<file path="src/rtl/uart_rx_param_pkg.sv">
// ============================================================================
//  Module      : uart_pkg
//  Description : Shared types, legal-range constants and helpers for the
//                parametrised UART receiver.
//  Contents    : rx_state_t  - receiver FSM state encoding
//                calc_parity - expected parity bit for a data word
//                c_*         - legal ranges for the receiver parameters
//  Revision    : 1.0 - initial release
// ============================================================================
`timescale 1ns/1ps
`default_nettype none

package uart_pkg;

    // Receiver FSM states
    typedef enum logic [2:0] {
        IDLE   = 3'd0,
        START  = 3'd1,
        DATA   = 3'd2,
        PARITY = 3'd3,
        STOP   = 3'd4
    } rx_state_t;

    // Legal parameter ranges
    localparam int c_DATA_BITS_MIN  = 5;
    localparam int c_DATA_BITS_MAX  = 9;
    localparam int c_STOP_BITS_MIN  = 1;
    localparam int c_STOP_BITS_MAX  = 2;
    localparam int c_OVERSAMPLE_MIN = 8;

    // Parity bit a transmitter would send for this word. Narrower words are
    // zero-extended, which leaves the XOR unchanged.
    function automatic logic calc_parity(input logic [8:0] data, input logic odd);
        return (^data) ^ odd;
    endfunction

endpackage : uart_pkg

`default_nettype wire

</file>
<file path="src/rtl/uart_rx_param_if.sv">
// ============================================================================
//  Module      : uart_rx_param_if
//  Description : Receive-side handshake bundle between the UART receiver and
//                its consumer (host or FIFO).
//  Signals     : rx_data    - received word
//                rx_valid   - rx_data and error flags are valid
//                rx_ready   - consumer accepts when rx_valid && rx_ready
//                frame_err  - stop-bit error, qualified by rx_valid
//                parity_err - parity error, qualified by rx_valid
//                overrun    - one-cycle pulse when a frame is dropped
//                busy       - receiver is inside a frame
//  Modports    : master - receiver side, slave - consumer side
//  Revision    : 1.0 - initial release
// ============================================================================
`timescale 1ns/1ps
`default_nettype none

interface uart_rx_param_if #(
    parameter int DATA_BITS = 8
);
    logic [DATA_BITS-1:0] rx_data;
    logic                 rx_valid;
    logic                 rx_ready;
    logic                 frame_err;
    logic                 parity_err;
    logic                 overrun;
    logic                 busy;

    modport master (
        output rx_data, rx_valid, frame_err, parity_err, overrun, busy,
        input  rx_ready
    );

    modport slave (
        input  rx_data, rx_valid, frame_err, parity_err, overrun, busy,
        output rx_ready
    );
endinterface : uart_rx_param_if

`default_nettype wire

</file>
<file path="src/rtl/uart_rx_param_sync.sv">
// ============================================================================
//  Module      : uart_rx_sync
//  Description : Two-flop synchroniser for an asynchronous idle-high line plus
//                a falling-edge detector. The previous-value flop advances only
//                on enable cycles, so an edge is seen at the enable rate and a
//                line held low cannot produce a second edge.
//  Ports       : clk, rst - clock, synchronous active-high reset
//                i_en     - sampling enable (baud tick)
//                i_rx     - asynchronous line input
//                o_rxs    - synchronised line
//                o_fall   - 1 on an enable cycle where the line went 1 -> 0
//  Revision    : 1.0 - initial release
// ============================================================================
`timescale 1ns/1ps
`default_nettype none

module uart_rx_sync
    import uart_pkg::*;
(
    input  wire logic clk,
    input  wire logic rst,
    input  wire logic i_en,
    input  wire logic i_rx,
    output logic      o_rxs,
    output logic      o_fall
);

    logic r_meta;
    logic r_sync;
    logic r_prev;

    // All flops reset to the idle-high level so leaving reset never looks
    // like a start edge.
    always_ff @(posedge clk) begin
        if (rst) begin
            r_meta <= 1'b1;
            r_sync <= 1'b1;
            r_prev <= 1'b1;
        end else begin
            r_meta <= i_rx;
            r_sync <= r_meta;
            if (i_en) begin
                r_prev <= r_sync;
            end
        end
    end

    assign o_rxs  = r_sync;
    assign o_fall = i_en & r_prev & ~r_sync;

endmodule : uart_rx_sync

`default_nettype wire

</file>
<file path="src/rtl/uart_rx_param.sv">
// ============================================================================
//  Module      : uart_rx_param
//  Description : Parametrised UART receiver with N-times oversampling and
//                mid-bit sampling, false-start rejection, parity and framing
//                error flags, and a valid/ready output with overrun detect.
//  Parameters  : DATA_BITS (5..9), PARITY_EN, PARITY_ODD, STOP_BITS (1..2),
//                OVERSAMPLE (even, >= 8)
//  Ports       : clk, rst   - clock, synchronous active-high reset
//                baud_tick  - one-cycle pulse at OVERSAMPLE x baud rate
//                rx         - asynchronous serial line, idle high
//                rx_if      - receive handshake bundle (master side)
//  Revision    : 1.0 - initial release
// ============================================================================
`timescale 1ns/1ps
`default_nettype none

module uart_rx_param
    import uart_pkg::*;
#(
    parameter int DATA_BITS  = 8,
    parameter int PARITY_EN  = 0,
    parameter int PARITY_ODD = 0,
    parameter int STOP_BITS  = 1,
    parameter int OVERSAMPLE = 16
)(
    input  wire logic          clk,
    input  wire logic          rst,
    input  wire logic          baud_tick,
    input  wire logic          rx,
    uart_rx_param_if.master    rx_if
);

    // ------------------------------------------------------------------------
    // Elaboration-time parameter checks
    // ------------------------------------------------------------------------
    if ((DATA_BITS < c_DATA_BITS_MIN) || (DATA_BITS > c_DATA_BITS_MAX)) begin : g_chk_data_bits
        $error("uart_rx_param: DATA_BITS must be in 5..9");
    end
    if ((STOP_BITS < c_STOP_BITS_MIN) || (STOP_BITS > c_STOP_BITS_MAX)) begin : g_chk_stop_bits
        $error("uart_rx_param: STOP_BITS must be 1 or 2");
    end
    if ((OVERSAMPLE < c_OVERSAMPLE_MIN) || ((OVERSAMPLE % 2) != 0)) begin : g_chk_oversample
        $error("uart_rx_param: OVERSAMPLE must be even and at least 8");
    end

    // ------------------------------------------------------------------------
    // Constants
    // ------------------------------------------------------------------------
    localparam int CW = $clog2(OVERSAMPLE);
    localparam int BW = $clog2(DATA_BITS);

    // The edge tick is the first tick of the start bit and the counter is
    // cleared on it, so the mid-start sample lands when the counter reads
    // OVERSAMPLE/2-2 (the OVERSAMPLE/2-th tick of the bit).
    localparam logic [CW-1:0] c_tick_mid  = CW'(OVERSAMPLE / 2 - 2);
    localparam logic [CW-1:0] c_tick_last = CW'(OVERSAMPLE - 1);
    localparam logic [CW-1:0] c_tick_one  = CW'(1);
    localparam logic [BW-1:0] c_bit_last  = BW'(DATA_BITS - 1);
    localparam logic [BW-1:0] c_stop_last = BW'(STOP_BITS - 1);
    localparam logic [BW-1:0] c_bit_one   = BW'(1);
    localparam logic          c_par_odd   = (PARITY_ODD != 0);
    localparam rx_state_t     c_after_data = (PARITY_EN != 0) ? PARITY : STOP;

    // ------------------------------------------------------------------------
    // Line synchroniser
    // ------------------------------------------------------------------------
    logic w_rxs;
    logic w_fall;

    uart_rx_sync u_sync (
        .clk    (clk),
        .rst    (rst),
        .i_en   (baud_tick),
        .i_rx   (rx),
        .o_rxs  (w_rxs),
        .o_fall (w_fall)
    );

    // ------------------------------------------------------------------------
    // Frame FSM
    // ------------------------------------------------------------------------
    rx_state_t            r_state,    w_state_nxt;
    logic [CW-1:0]        r_tick_cnt, w_tick_cnt_nxt;
    logic [BW-1:0]        r_bit_cnt,  w_bit_cnt_nxt;
    logic [DATA_BITS-1:0] r_shift,    w_shift_nxt;
    logic                 r_ferr,     w_ferr_nxt;
    logic                 r_perr,     w_perr_nxt;
    logic                 w_commit;
    logic                 w_mid;

    // Mid-bit sampling tick for the DATA/PARITY/STOP states
    assign w_mid = baud_tick && (r_tick_cnt == c_tick_last);

    always_ff @(posedge clk) begin
        if (rst) begin
            r_state    <= IDLE;
            r_tick_cnt <= '0;
            r_bit_cnt  <= '0;
            r_shift    <= '0;
            r_ferr     <= 1'b0;
            r_perr     <= 1'b0;
        end else begin
            r_state    <= w_state_nxt;
            r_tick_cnt <= w_tick_cnt_nxt;
            r_bit_cnt  <= w_bit_cnt_nxt;
            r_shift    <= w_shift_nxt;
            r_ferr     <= w_ferr_nxt;
            r_perr     <= w_perr_nxt;
        end
    end

    always_comb begin
        w_state_nxt    = r_state;
        w_tick_cnt_nxt = r_tick_cnt;
        w_bit_cnt_nxt  = r_bit_cnt;
        w_shift_nxt    = r_shift;
        w_ferr_nxt     = r_ferr;
        w_perr_nxt     = r_perr;
        w_commit       = 1'b0;

        unique case (r_state)
            IDLE: begin
                if (w_fall) begin
                    w_state_nxt    = START;
                    w_tick_cnt_nxt = '0;
                end
            end

            START: begin
                if (baud_tick) begin
                    if (r_tick_cnt == c_tick_mid) begin
                        if (w_rxs) begin
                            // Line back high at mid-start: glitch, not a frame
                            w_state_nxt = IDLE;
                        end else begin
                            w_state_nxt    = DATA;
                            w_tick_cnt_nxt = '0;
                            w_bit_cnt_nxt  = '0;
                            w_ferr_nxt     = 1'b0;
                            w_perr_nxt     = 1'b0;
                        end
                    end else begin
                        w_tick_cnt_nxt = r_tick_cnt + c_tick_one;
                    end
                end
            end

            DATA: begin
                if (w_mid) begin
                    w_tick_cnt_nxt = '0;
                    // LSB arrives first; after DATA_BITS shifts it sits at bit 0
                    w_shift_nxt    = {w_rxs, r_shift[DATA_BITS-1:1]};
                    if (r_bit_cnt == c_bit_last) begin
                        w_bit_cnt_nxt = '0;
                        w_state_nxt   = c_after_data;
                    end else begin
                        w_bit_cnt_nxt = r_bit_cnt + c_bit_one;
                    end
                end else if (baud_tick) begin
                    w_tick_cnt_nxt = r_tick_cnt + c_tick_one;
                end
            end

            PARITY: begin
                if (w_mid) begin
                    w_tick_cnt_nxt = '0;
                    w_bit_cnt_nxt  = '0;
                    w_perr_nxt     = calc_parity(9'(r_shift), c_par_odd) ^ w_rxs;
                    w_state_nxt    = STOP;
                end else if (baud_tick) begin
                    w_tick_cnt_nxt = r_tick_cnt + c_tick_one;
                end
            end

            STOP: begin
                if (w_mid) begin
                    w_tick_cnt_nxt = '0;
                    w_ferr_nxt     = r_ferr | ~w_rxs;
                    if (r_bit_cnt == c_stop_last) begin
                        // Leave at mid-stop so a start edge in the second
                        // half of the stop bit is still caught.
                        w_commit    = 1'b1;
                        w_state_nxt = IDLE;
                    end else begin
                        w_bit_cnt_nxt = r_bit_cnt + c_bit_one;
                    end
                end else if (baud_tick) begin
                    w_tick_cnt_nxt = r_tick_cnt + c_tick_one;
                end
            end

            default: begin
                w_state_nxt = IDLE;
            end
        endcase
    end

    // ------------------------------------------------------------------------
    // Output holding register and valid/ready handshake
    // ------------------------------------------------------------------------
    logic [DATA_BITS-1:0] r_data;
    logic                 r_valid;
    logic                 r_frame_err;
    logic                 r_parity_err;
    logic                 r_overrun;

    always_ff @(posedge clk) begin
        if (rst) begin
            r_data       <= '0;
            r_valid      <= 1'b0;
            r_frame_err  <= 1'b0;
            r_parity_err <= 1'b0;
            r_overrun    <= 1'b0;
        end else begin
            r_overrun <= 1'b0;
            if (w_commit) begin
                // The holding register is free if empty or emptied this cycle
                if (!r_valid || rx_if.rx_ready) begin
                    r_data       <= r_shift;
                    r_frame_err  <= w_ferr_nxt;
                    r_parity_err <= r_perr;
                    r_valid      <= 1'b1;
                end else begin
                    r_overrun <= 1'b1;
                end
            end else if (r_valid && rx_if.rx_ready) begin
                r_valid <= 1'b0;
            end
        end
    end

    assign rx_if.rx_data    = r_data;
    assign rx_if.rx_valid   = r_valid;
    assign rx_if.frame_err  = r_frame_err;
    assign rx_if.parity_err = r_parity_err;
    assign rx_if.overrun    = r_overrun;
    assign rx_if.busy       = (r_state != IDLE);

endmodule : uart_rx_param

`default_nettype wire
</file>
<file path="src/flat_wrapper.sv">
// flat-port wrapper written by rule: the top's interface ports become plain ports
module uart_rx_param_flat import uart_pkg::*;
#(
    parameter int DATA_BITS  = 8,
    parameter int PARITY_EN  = 0,
    parameter int PARITY_ODD = 0,
    parameter int STOP_BITS  = 1,
    parameter int OVERSAMPLE = 16
)
  (clk, rst, baud_tick, rx, rx_if_rx_data, rx_if_rx_valid, rx_if_frame_err, rx_if_parity_err, rx_if_overrun, rx_if_busy, rx_if_rx_ready);
  uart_rx_param_if #(.DATA_BITS(DATA_BITS)) rx_if_i ();
  input  wire logic clk;
  input  wire logic rst;
  input  wire logic baud_tick;
  input  wire logic rx;
  output wire logic [$bits(rx_if_i.rx_data)-1:0] rx_if_rx_data;
  output wire logic [$bits(rx_if_i.rx_valid)-1:0] rx_if_rx_valid;
  output wire logic [$bits(rx_if_i.frame_err)-1:0] rx_if_frame_err;
  output wire logic [$bits(rx_if_i.parity_err)-1:0] rx_if_parity_err;
  output wire logic [$bits(rx_if_i.overrun)-1:0] rx_if_overrun;
  output wire logic [$bits(rx_if_i.busy)-1:0] rx_if_busy;
  input wire logic [$bits(rx_if_i.rx_ready)-1:0] rx_if_rx_ready;
  assign rx_if_rx_data = rx_if_i.rx_data;
  assign rx_if_rx_valid = rx_if_i.rx_valid;
  assign rx_if_frame_err = rx_if_i.frame_err;
  assign rx_if_parity_err = rx_if_i.parity_err;
  assign rx_if_overrun = rx_if_i.overrun;
  assign rx_if_busy = rx_if_i.busy;
  assign rx_if_i.rx_ready = rx_if_rx_ready;
  uart_rx_param #(.DATA_BITS(DATA_BITS), .PARITY_EN(PARITY_EN), .PARITY_ODD(PARITY_ODD), .STOP_BITS(STOP_BITS), .OVERSAMPLE(OVERSAMPLE)) u_core (.clk(clk), .rst(rst), .baud_tick(baud_tick), .rx(rx), .rx_if(rx_if_i));
endmodule
</file>
<file path="config.mk">
export PLATFORM = sky130hd
export DESIGN_NAME = uart_rx_param_flat
export DESIGN_NICKNAME = d
export VERILOG_FILES = /design/src/rtl/uart_rx_param_pkg.sv /design/src/rtl/uart_rx_param_if.sv /design/src/rtl/uart_rx_param_sync.sv /design/src/rtl/uart_rx_param.sv /design/src/flat_wrapper.sv
export SDC_FILE = /design/constraint.sdc
export NUM_CORES = 1
export LEC_CHECK = 0
export ABC_AREA = 1
export BUFFER_PORTS_ARGS = -buffer_cell sky130_fd_sc_hd__buf_2
export CAP_MARGIN = 15
export CORE_ASPECT_RATIO = 1.5
export CORE_UTILIZATION = 32
export CTS_CLUSTER_SIZE = 14
export DETAILED_ROUTE_END_ITERATION = 10
export PLACE_DENSITY = 0.55
export SLEW_MARGIN = 20
export SYNTH_ARGS = -nofsm -noshare
export SYNTH_HDL_FRONTEND = slang
export SYNTH_SLANG_ARGS = --single-unit
</file>
<file path="constraint.sdc">
create_clock -name clk -period 3 [get_ports clk]
set_clock_uncertainty 0.05 [all_clocks]
set_input_delay 0.6 -clock clk [delete_from_list [all_inputs] [get_ports clk]]
set_output_delay 0.6 -clock clk [all_outputs]
set_load 0.02 [all_outputs]
</file>
==> results_dict.tcl <==
set metrics [dict create \
    setup_violations 0 \
    cts.clk_slew.worst_paths_ns 0.08 \
    crit_type "reg2reg" \
    gp_congestion 0.977 \
    rsz0062_at_grt "no" \
    postSynthNetCount 263 \
    via_count 1583 \
    nets 282 \
    critical-path-slowest-cell "sky130_fd_sc_hd__dfxtp_1" \
    finalSetupTns_ns 0 \
    post_route_cells_drive_above_1_share 0.201 \
    die_width_um 62.9 \
    hold_viol_final 0 \
    place_inst 333 \
    post_synth_instance_area_um2 1780 \
    syn_avg_cell_area_um2 7.05 \
    synth_cell_types 25 \
    detail-route-antenna-nets 0 \
    sequential_share_of_the_synthesized_area 0.393 \
    vias_per_cell 4.64 \
    finalMaxSlewViolations 0 \
    maximum_vdd_ir_drop_uv 365 \
    portion_of_the_clock_cycle_consumed_by_the_worst_path_in_the_final_layout 0.617 \
    row_count 32 \
    power_mw 1.10 \
    tritoncts_clock_tree "built" \
    place.detailed.hpwl_um 2990 \
    synth_warnings 0 \
    cts_post_setup_buffers_inserted 0 \
    most-common-layout-cells "55 x sky130_fd_sc_hd__nand2_1, 35 x sky130_fd_sc_hd__nor2_1, 35 x sky130_fd_sc_hd__dfxtp_1" \
    setup.worst_path.start_class "flip-flop" \
    placeableCoreArea_um2 5250 \
    cts.path.max_buffers 2 \
    first_global_vias 1505 \
    final-seq-area_um2 701 \
    ys_seq_elements 35 \
    synthesis.instances 253 \
    worst_ep_required_time_ns 3.13 \
    end_kind "flip-flop" \
    starting_utilization_of_the_core_area 0.340 \
    worst_skew_pair.late_latency_ns 0.29 \
    globalRouteTotalUtil 0.147 \
    die_footprint_um2 5880 \
    drt-initial-drc-count 70 \
    status "completed" \
    area_growth_syn_to_layout_pct 14.4 \
    cp_max_fo 17 \
    global_route_wire_length_before_repair_um 6730 \
    timing.critical_path.cells "ha_1 > nand2_1 > inv_2 > nand3_2 > inv_1 > nand2_2 > nor2_4 > inv_1 > nor2_1 > nor2_1" \
    layoutNonFillerInstCount 341 \
    max_clock_freq_ghz 0.540 \
    cts_hold_repair.buffers 0 \
    critical_path.max_stage_delay_ns 0.41 \
    cts_made_buffers 5 \
    post_route_drc_violation_count 0 \
    layout.cells.most_common "sky130_fd_sc_hd__nand2_1" \
    grt_antenna_before_repair 0 \
    global_route.overflow_total 0 \
    max_slew_margin 0.535 \
    antenna_cells 0 \
    power_density_nw_per_um2 538 \
    total_detailed_routing_wirelength_um 3960 \
    worst_hold_path_type "reg2reg" \
    first_pass_iters 4 \
    die-height_um 93.4 \
    cp.arrival_ns 1.98 \
    max-cap-violations 0 \
    portBuffers 17 \
    cts_repair_resize_count 0 \
    worstMarginPinSlew_ns 0.697 \
    cellLeakagePower_nw 0.935 \
    finalWorstPathRequiredPeriod_ns 1.85 \
    cts_root_buffer "sky130_fd_sc_hd__clkbuf_8" \
    cts.htree.levels 2 \
    multi_input_comb_area_um2 935 \
    numClockSinks 35 \
    floorplan.io_pins 18 \
    routed_len_inst_um 11.6 \
    num-fill-cells 562 \
    grt_max_degree 25 \
]
==> layer usage <==
metal	global-route usage	vias up	wire length (µm)
li1	-	839	-
met1	0.152	707	1660
met2	0.275	26	2060
met3	0.0280	11	119
met4	0.0756	0	119
met5	0	-	0
==> final timing paths <==
| path | startpoint | end | slack (ns) | cells past startpoint |
|---|---|---|---|---|
| min reg2reg | u_core.u_sync.r_meta$_SDFF_PP1_ | u_core.u_sync.o_rxs$_SDFF_PP1_ | 0.35 | 1 |
| max | u_core.r_tick_cnt[0]$_SDFFE_PP0P_ | u_core.rx_if.rx_data[5]$_SDFFE_PP0P_ | 1.15 | 10 |
| max reg2reg | u_core.r_tick_cnt[0]$_SDFFE_PP0P_ | u_core.rx_if.rx_data[5]$_SDFFE_PP0P_ | 1.15 | 10 |
| min | u_core.u_sync.r_meta$_SDFF_PP1_ | u_core.u_sync.o_rxs$_SDFF_PP1_ | 0.35 | 1 |
==> worst max-delay path: cells and delay by family (launching register included) <==
kind,cells,cell delay (ns)
adder cells (fa/ha/maj),1,0.20
buffers and inverters,3,0.34
flip-flops,1,0.41
AND/OR/NAND/NOR,6,0.76
==> state kept, by name (all words and copies together), names as in the netlist <==
name,cells
u_core.r_bit_cnt,3
u_core.r_ferr,1
u_core.r_perr,1
u_core.r_shift,8
u_core.r_state,3
u_core.r_tick_cnt,4
u_core.rx_if.frame_err,1
u_core.rx_if.overrun,1
u_core.rx_if.parity_err,1
u_core.rx_if.rx_data,8
u_core.rx_if.rx_valid,1
u_core.u_sync.o_rxs,1
u_core.u_sync.r_meta,1
u_core.u_sync.r_prev,1
==> logic make-up (layout without fill, tap and decap cells) <==
| kind of cell | Yosys count | in the layout | share of synthesized area |
|---|---|---|---|
| flip-flops | 35 | 35 | 0.393 |
| AO/OA/AOI/OAI | 52 | 52 | 0.159 |
| adder cells (fa/ha/maj) | 5 | 5 | 0.0351 |
| AND/OR/NAND/NOR | 121 | 121 | 0.311 |
| XOR/XNOR | 4 | 4 | 0.0197 |
| buffers and inverters | 36 | 56 | 0.0828 |
==> report_power, final <==
group / switching, mW / internal, mW
logic: 0.0997 / 0.0536
clock network: 0.173 / 0.269
registers: 0.0211 / 0.482
total: 0.294 / 0.804
==> cell usage after synthesis <==
cell                       instances  area share
sky130_fd_sc_hd__a21oi_1          21       0.059
sky130_fd_sc_hd__buf_2             1      0.0028
sky130_fd_sc_hd__buf_4             1      0.0042
sky130_fd_sc_hd__buf_6             1      0.0063
sky130_fd_sc_hd__clkbuf_1          2      0.0042
sky130_fd_sc_hd__dfxtp_1          35        0.39
sky130_fd_sc_hd__ha_1              5       0.035
sky130_fd_sc_hd__inv_1            24       0.051
sky130_fd_sc_hd__inv_2             7       0.015
sky130_fd_sc_hd__nand2_1          55        0.12
sky130_fd_sc_hd__nand2_2           7       0.025
sky130_fd_sc_hd__nand2_4           1      0.0063
sky130_fd_sc_hd__nand3_1          10       0.028
sky130_fd_sc_hd__nand3_2           2       0.011
sky130_fd_sc_hd__nor2_1           35       0.074
sky130_fd_sc_hd__nor2_2            2      0.0070
sky130_fd_sc_hd__nor2_4            5       0.032
sky130_fd_sc_hd__nor3_1            2      0.0056
sky130_fd_sc_hd__o211ai_2          2       0.014
sky130_fd_sc_hd__o21ai_0          22       0.062
sky130_fd_sc_hd__o21ai_1           5       0.014
sky130_fd_sc_hd__o21ai_2           2      0.0098
sky130_fd_sc_hd__or2_2             2      0.0070
sky130_fd_sc_hd__xnor2_1           1      0.0049
sky130_fd_sc_hd__xor2_1            3       0.015
==> stage by stage <==
stage | utilization | instance area (µm²) | hold WS (ns) | setup slack (ns)
global placement | 0.366 | 1920 | 0.347 | 1.13
global route | 0.389 | 2040 | 0.376 | 0.893
finish | 0.389 | 2040 | 0.349 | 1.15
CTS | 0.389 | 2040 | 0.355 | 1.17
floorplan | - | 1780 | 0.339 | 1.54
detailed placement | 0.366 | 1920 | 0.347 | 1.12
==> area by class of cell <==
cell class,count,share of cell area
Timing Repair Buffer,17,0.0417
Sequential cell,35,0.344
Multi-Input combinational cell,182,0.458
Inverter,31,0.0571
Clock inverter,2,0.0172
Clock buffer,6,0.0405
Tap cell,68,0.0417
Power figures use the tool's default switching activity.
